==> src/rtl/arb4rr_pkg.sv <==
// Shared definitions for the 4-requester round-robin channel arbiter.
// Holds FSM state encodings, requester count and hold-counter width.
// Also provides a one-hot helper used when issuing a grant.
package arb4rr_pkg;

  localparam int NREQ   = 4;
  localparam int HOLD_W = 8;

  typedef enum logic {
    ST_IDLE  = 1'b0,
    ST_GRANT = 1'b1
  } state_t;

  // One-hot encode a requester index into a grant vector.
  function automatic logic [NREQ-1:0] onehot(input logic [1:0] i);
    return NREQ'(1) << i;
  endfunction

endpackage

==> src/rtl/arb4rr_pick.sv <==
// Combinational round-robin picker: first set req bit scanning from ptr upward.
// Latency: zero (pure combinational).
// Backpressure: none; found is low when no bit of req is set.
module rr_pick4
  import arb4rr_pkg::*;
(
  input  logic [NREQ-1:0] req,
  input  logic [1:0]      ptr,
  output logic            found,
  output logic [1:0]      idx
);

  logic [1:0] cand;

  // Scan from the farthest offset down to ptr so the nearest set bit wins last.
  always_comb begin
    found = 1'b0;
    idx   = ptr;
    cand  = ptr;
    for (int i = NREQ - 1; i >= 0; i--) begin
      cand = ptr + 2'(i);
      if (req[cand]) begin
        found = 1'b1;
        idx   = cand;
      end
    end
  end

endmodule

==> src/rtl/arb4rr.sv <==
// Round-robin arbiter/sequencer for a shared 4:1 single-bit channel with a hold limit.
// Latency: grant one cycle after req is sampled; release and handover at the same edge.
// Backpressure: requesters wait on level req; a grant is revoked after MAX_HOLD cycles.
module arb4rr
  import arb4rr_pkg::*;
#(
  parameter int MAX_HOLD = 8
) (
  input  logic            clk,
  input  logic            rst,
  input  logic [NREQ-1:0] req,
  output logic [NREQ-1:0] gnt,
  output logic [1:0]      sel,
  output logic            busy,
  output logic            expired
);

  state_t            state;
  logic [1:0]        ptr;
  logic [1:0]        owner;
  logic [HOLD_W-1:0] hold;

  logic       pick_found;
  logic [1:0] pick_idx;
  logic [1:0] pick_ptr;
  logic       owner_req;
  logic       at_limit;
  logic       release_now;

  // The owner is excluded from the release arbitration only by rotating past it;
  // a sole requester therefore wins again at owner+1+3.
  assign pick_ptr    = (state == ST_GRANT) ? (owner + 2'd1) : ptr;
  assign owner_req   = req[owner];
  assign at_limit    = (hold == HOLD_W'(MAX_HOLD));
  assign release_now = (state == ST_GRANT) && (!owner_req || at_limit);
  assign sel         = owner;

  rr_pick4 u_pick (
    .req   (req),
    .ptr   (pick_ptr),
    .found (pick_found),
    .idx   (pick_idx)
  );

  // Arbitration FSM, hold counter and registered grant outputs.
  always_ff @(posedge clk) begin
    if (rst) begin
      state   <= ST_IDLE;
      ptr     <= 2'd0;
      owner   <= 2'd0;
      hold    <= '0;
      gnt     <= '0;
      busy    <= 1'b0;
      expired <= 1'b0;
    end else begin
      expired <= 1'b0;
      case (state)
        ST_IDLE: begin
          if (pick_found) begin
            state <= ST_GRANT;
            owner <= pick_idx;
            gnt   <= onehot(pick_idx);
            busy  <= 1'b1;
            hold  <= HOLD_W'(1);
          end
        end
        ST_GRANT: begin
          if (!release_now) begin
            hold <= hold + HOLD_W'(1);
          end else begin
            ptr     <= owner + 2'd1;
            // A simultaneous req drop counts as a normal release, not an expiry.
            expired <= owner_req && at_limit;
            if (pick_found) begin
              owner <= pick_idx;
              gnt   <= onehot(pick_idx);
              hold  <= HOLD_W'(1);
            end else begin
              state <= ST_IDLE;
              gnt   <= '0;
              busy  <= 1'b0;
              hold  <= '0;
            end
          end
        end
        default: begin
          state <= ST_IDLE;
          gnt   <= '0;
          busy  <= 1'b0;
        end
      endcase
    end
  end

endmodule

==> config.mk <==
export PLATFORM = sky130hd
export DESIGN_NAME = arb4rr
export DESIGN_NICKNAME = d
export VERILOG_FILES = /design/src/rtl/arb4rr_pkg.sv /design/src/rtl/arb4rr_pick.sv /design/src/rtl/arb4rr.sv
export SDC_FILE = /design/constraint.sdc
export NUM_CORES = 1
export LEC_CHECK = 0
export CAP_MARGIN = 20
export CORE_ASPECT_RATIO = 1.2
export CORE_MARGIN = 8
export CORE_UTILIZATION = 40
export DETAILED_ROUTE_END_ITERATION = 7
export DONT_BUFFER_PORTS = 1
export PLACE_DENSITY_LB_ADDON = 0.15
export SETUP_SLACK_MARGIN = 0.05
export SKIP_LAST_GASP = 1
export SYNTH_ARGS = -nofsm -noshare
export SYNTH_HDL_FRONTEND = slang
export SYNTH_SLANG_ARGS = --single-unit
==> constraint.sdc <==
create_clock -name clk -period 5.6 [get_ports clk]
set_clock_uncertainty 0.2 [all_clocks]
set_input_delay 1.12 -clock clk [delete_from_list [all_inputs] [get_ports clk]]
set_output_delay 1.12 -clock clk [all_outputs]
set_load 0.03 [all_outputs]
### Yosys cells after proc, flatten, opt, wreduce, memory -nomap -nowiden

Cells that the tools add are included.
Widths: inputs -> output; s select.

| storage, ports and cells | value |
|---|---|
| register bits after elaboration | 19 |
| input bits | 6 |
| output and inout port bits | 8 |
| word-level logic and storage cells | 69 |

| cells by class | value |
|---|---|
| $add $sub $neg | 5 |
| order comparisons | 5 |
| equal/unequal tests | 4 |
| shift operators | 1 |
| mux-type cells | 37 |
| bitwise logic cells | 2 |
| reduce and logical (&&, ||, !) cells | 8 |

Operators by type and width:

| operator | number |
|---|---|
| $mux 8 | 2 |
| $pmux 8 s2 | 1 |
| $lt 2x3->1 const B | 5 |
| $mux 1 | 15 |
| $mux 2 | 7 |
| $mux 4 | 3 |
| $bmux 1 s2 | 5 |
| $add 8x1->8 const B | 1 |
| $eq 8x4->1 const B | 1 |
| $pmux 4 s2 | 1 |
| $add 2x1->2 const B | 2 |
| $add 2x2->2 const B | 2 |
| $ne 2x2->1 const B | 2 |
| $pmux 1 s2 | 2 |
| $pmux 2 s2 | 1 |
| $reduce_and 2->1 | 2 |
| $shl 1x2->4 const A | 1 |
| $reduce_and 3->1 | 1 |
| $reduce_or 3->1 | 1 |
| $logic_and 1x1->1 | 2 |
| $ne 2x1->1 const B | 1 |
| $not 1->1 | 2 |
| $logic_not 1->1 | 1 |
| $logic_or 1x1->1 | 1 |

### Depth between registers and ports, before layout

| depth | value |
|---|---|
| word-level depth | 13 |
| mapped depth | 8 |
| gate-level depth less buffers | 7 |

### Cells and area by module

Synthesis repeated with hierarchy kept, for this count alone.

| second synthesis, totals | value |
|---|---|
| cells, all modules | 124 |
| area, all modules | 1137.3 sq um |

Modules (own cells, without submodules):

| module | instances | cells each | area each (sq um) | sequential area each (sq um) |
|---|---|---|---|---|
| arb4rr | 1 | 108 | 1037.2 | 380.4 |
| rr_pick4 | 1 | 16 | 100.1 | 0.0 |

### Least setup slack after synthesis

Ideal clock, no wire load.

| timing path | value |
|---|---|
| path kind | input port to flip-flop |
| start point | in req[2] |
| end point | reg hold[6] |
| setup time | 0.122 ns |
| arrival | 2.494 ns |
| data required time | 5.278 ns |
| slack | 2.784 ns |
| stages on the path | 8 |
| path buffers | 1 |
| path through | clkbuf_2 -> nor4_2 -> ha_1 -> nor2b_1 -> and3_1 -> nand3_1 -> xor2_1 -> nor2_1 |

| between the ends | value |
|---|---|
| word-level cells in the longest chain between the ends | 7 |
| elaborated cells between the ends (all ways) | 20 |
| classes of those cells | 1 x eq/ne; 16 x mux; 3 x reduce/logical |

Ends and longest elaborated chain:

| what | line | RTL |
|---|---|---|
| from (decl) | arb4rr.sv:11 | `input logic [NREQ-1:0] req,` |
| $bmux 1 s2, on equally long branches | arb4rr_pick.sv:22, arb4rr.sv:33 |  |
| $mux 1, on equally long branches | arb4rr_pick.sv:22, arb4rr.sv:33 |  |
| $mux 1 or $logic_not 1->1 (tied branches) | arb4rr_pick.sv:22, arb4rr.sv:35 |  |
| $mux 1 or $logic_or 1x1->1 (tied branches) | arb4rr_pick.sv:22, arb4rr.sv:35 |  |
| $mux 1 or $logic_and 1x1->1 (tied branches) | arb4rr_pick.sv:22, arb4rr.sv:35 |  |
| $mux 1 or $mux 8 (tied branches) | arb4rr_pick.sv:22, arb4rr.sv:68 |  |
| $ne 2x2->1 (no line) or $pmux 8 s2 (tied branches) | -- |  |
| to (signal assigned) | arb4rr.sv:69 | `hold <= hold + HOLD_W'(1);` |
| to (decl) | arb4rr.sv:21 | `logic [HOLD_W-1:0] hold;` |

Parallel ways exist; a longest one is shown, timed or not. The select of a mux whose other input is x is not followed.
A chain may end at the register's enable or synchronous reset.

### Final worst setup path

| timing path | value |
|---|---|
| start point | in req[0] |
| end point | reg hold[7] |

The elaborated chain is that of the path after synthesis.

==> out/results.txt <==
Largest net degree at the start of global routing - 12
Final cycle utilization of the critical path - 45.5%
Via count - 835
Placer Congestion - 0.786
Maxcap violations - 0
First-pass GRT wire length - 3380 um
Busiest grt layer - met2
Row Count - 20
Maximum root-to-sink buffer count - 2
WP data arrival - 2.55 ns
Post-synthesis cell count - 121
Status - completed
EDFF count, synth - 0
# setup viols final - 0
RSZ-0062 raised after global routing - no
Dpl hpwl - 1700 um
DRC - 0
Max Slew Vio Count - 0
Top post-synthesis cells by area - dfxtp_1 (35%), mux2i_1 (5.6%), a32o_1 (4.6%)
Met2 usage - 15.9%
Startpoint Class - input port
GRT Total Usage - 9.22%
Die height - 72.9 um
Syn_area_per_cell - 8.90 sq um
Hold_buf cts - 0
Fillers - 291
CP max-delay cell - nor4_2
Synth Register Bits - 19
Overflow after GRT - 0
Storage element area - 380 sq um
CTS resizes - 0
Slew @ Worst Pin - 0.645 ns
Fmax - 393 MHz
Wirelength per Cell - 13.9 um
Placed cell area - 1090 sq um
Antenna cell count - 0
IO Pins - 14
Synth Cell Area - 1080 sq um
Worst EP required - 5.60 ns
Detailed Routing Iterations Pass 1 - 4
Final core occ - 43.7%
Initial Util - 42.2%
CTS tree - yes
CP Class - in2reg
Worst skew pair latency - 0.30 ns
Yosys top cell by area - dfxtp_1
Max FO, Critical Path - 8
Syn_nets - 130
Post-synthesis cell type count - 39
Leak - 0.438 nW
DIE AREA - 4620 sq um
GR Util met1 - 9.25%
IO buf count - 0
Core area - 2550 sq um
Setup crit end kind - flip-flop
Ys async rst share - 0%
Hold slack - 0.357 ns
Hold Crit Class - reg2reg
Post-synthesis sequential area ratio - 35.3%
Multi-input logic area - 643 sq um
Cell Pwr Density - 270 nW/um^2
WL final - 2130 um
Placed Cells - 149
Synth warn - 0
Synth top area share - 35.3%
Die Span X - 63.4 um
Worst stage delay on the critical path - 0.45 ns
Fin crit period - 2.55 ns
Final Non-Filler Cells - 153
Initial antenna violation count - 0
Layout cells sized above 1 - 10.8%
Pre-CTS WS - 2.74 ns
Critical-path cell list - nor4_2, ha_1, nor2b_1, and3_1, nand3_1, xor2_1, nor2_1
Final-report hold violation count - 0
Vias in the first global route - 738
Drt initial violations - 8
Setup TNS - 0 ns
Setup bufs post-CTS - 0
Min setup slack post-route - 3.05 ns
Antenna-violating nets left - 0
Worst vdd ir - 0.149 mV
Nets - 130
Slew margin rel. - 57.0%
Clock Tree Root - clkbuf_4
H-tree levels - 1
Worst-path clk slew - 0.11 ns
Pwr Total - 0.301 mW
Final design area excluding fillers - 1110 sq um
Synth Flop Type - dfxtp_1
Routed vias/inst - 5.46
Area growth syn-to-layout - 3.48%
Clock Sinks - 19
M3 GR Usage - 4.15%
CTS Buf Count - 3
## kinds of logic after synthesis
group	count (synthesis)	share of synthesized area, %
flops	19	35.3
mux	7	7.67
buf+inv	11	4.99
compound gates	25	17.8
xor+xnor	7	5.69
simple gates	49	25.1
fa+ha+maj	3	3.48
## per-layer routing
metal  part of all wire [%]  routed length (um)
met3                    6.3                 135
met5                      0                   0
met1                     42                 899
met4                    1.4                  29
met2                     50                1070
## state kept, by name, indices dropped and copies added, names as in the netlist
| register | cells |
|---|---|
| hold | 8 |
| busy | 1 |
| state | 1 |
| ptr | 2 |
| sel | 2 |
| expired | 1 |
| gnt | 4 |
## placed cells by master (no fill, tap or decap), types with 2 or more instances in the layout
cell / Yosys / routed
nand3_1: 5 / 5
nand2_1: 9 / 9
dfxtp_1: 19 / 19
a21o_1: 2 / 2
xnor2_1: 3 / 3
a21oi_1: 6 / 6
a211oi_1: 2 / 2
a32o_1: 5 / 5
nor2_1: 13 / 13
o21ai_0: 2 / 2
nor3_1: 3 / 3
nor2b_1: 4 / 4
nand2b_1: 4 / 4
and3_1: 2 / 2
ha_1: 3 / 3
xor2_1: 4 / 4
clkbuf_4: 0 / 3
mux2i_1: 6 / 6
nor3b_1: 2 / 2
inv_1: 6 / 6
## worst max-delay path, delay by kind of cell
kind                       cells  cell delay, ns
xor gates and xnor gates       1            0.16
adders and majority gates      1            0.37
and+or+nand+nor                5            0.90
## final timing paths
kind / start / endpoint / slack, ns / cells after the start
worst min-delay path: hold[7]$_SDFFE_PP0P_ / hold[7]$_SDFFE_PP0P_ / 0.36 / 2
worst min register to register: hold[7]$_SDFFE_PP0P_ / hold[7]$_SDFFE_PP0P_ / 0.36 / 2
worst max-delay path: req[0] / hold[7]$_SDFFE_PP0P_ / 3.05 / 7
worst max register to register: sel[0]$_SDFFE_PP0P_ / gnt[1]$_SDFFE_PP0P_ / 3.24 / 5
## Yosys cell counts (2+ instances only)
cell	n
a211oi_1	2
a21o_1	2
a21oi_1	6
a32o_1	5
and3_1	2
clkbuf_1	2
dfxtp_1	19
ha_1	3
inv_1	6
mux2i_1	6
nand2_1	9
nand2b_1	4
nand3_1	5
nor2_1	13
nor2b_1	4
nor3_1	3
nor3b_1	2
o21ai_0	2
xnor2_1	3
xor2_1	4
## report_power, final
group	internal [mW]	total, mW	switching (mW)
clock	0.0266	0.0683	0.0417
sequential	0.145	0.171	0.0258
combinational	0.0316	0.0625	0.0309
## final cells by class
cell class	instances	share of cell area, %
Sequential cell	19	34.1
Clock buffer	3	2.02
Tap cell	33	3.70
Inverter	6	2.02
Multi-Input combinational cell	91	57.7
Clock inverter	1	0.449
Power figures use the tool's default switching activity.
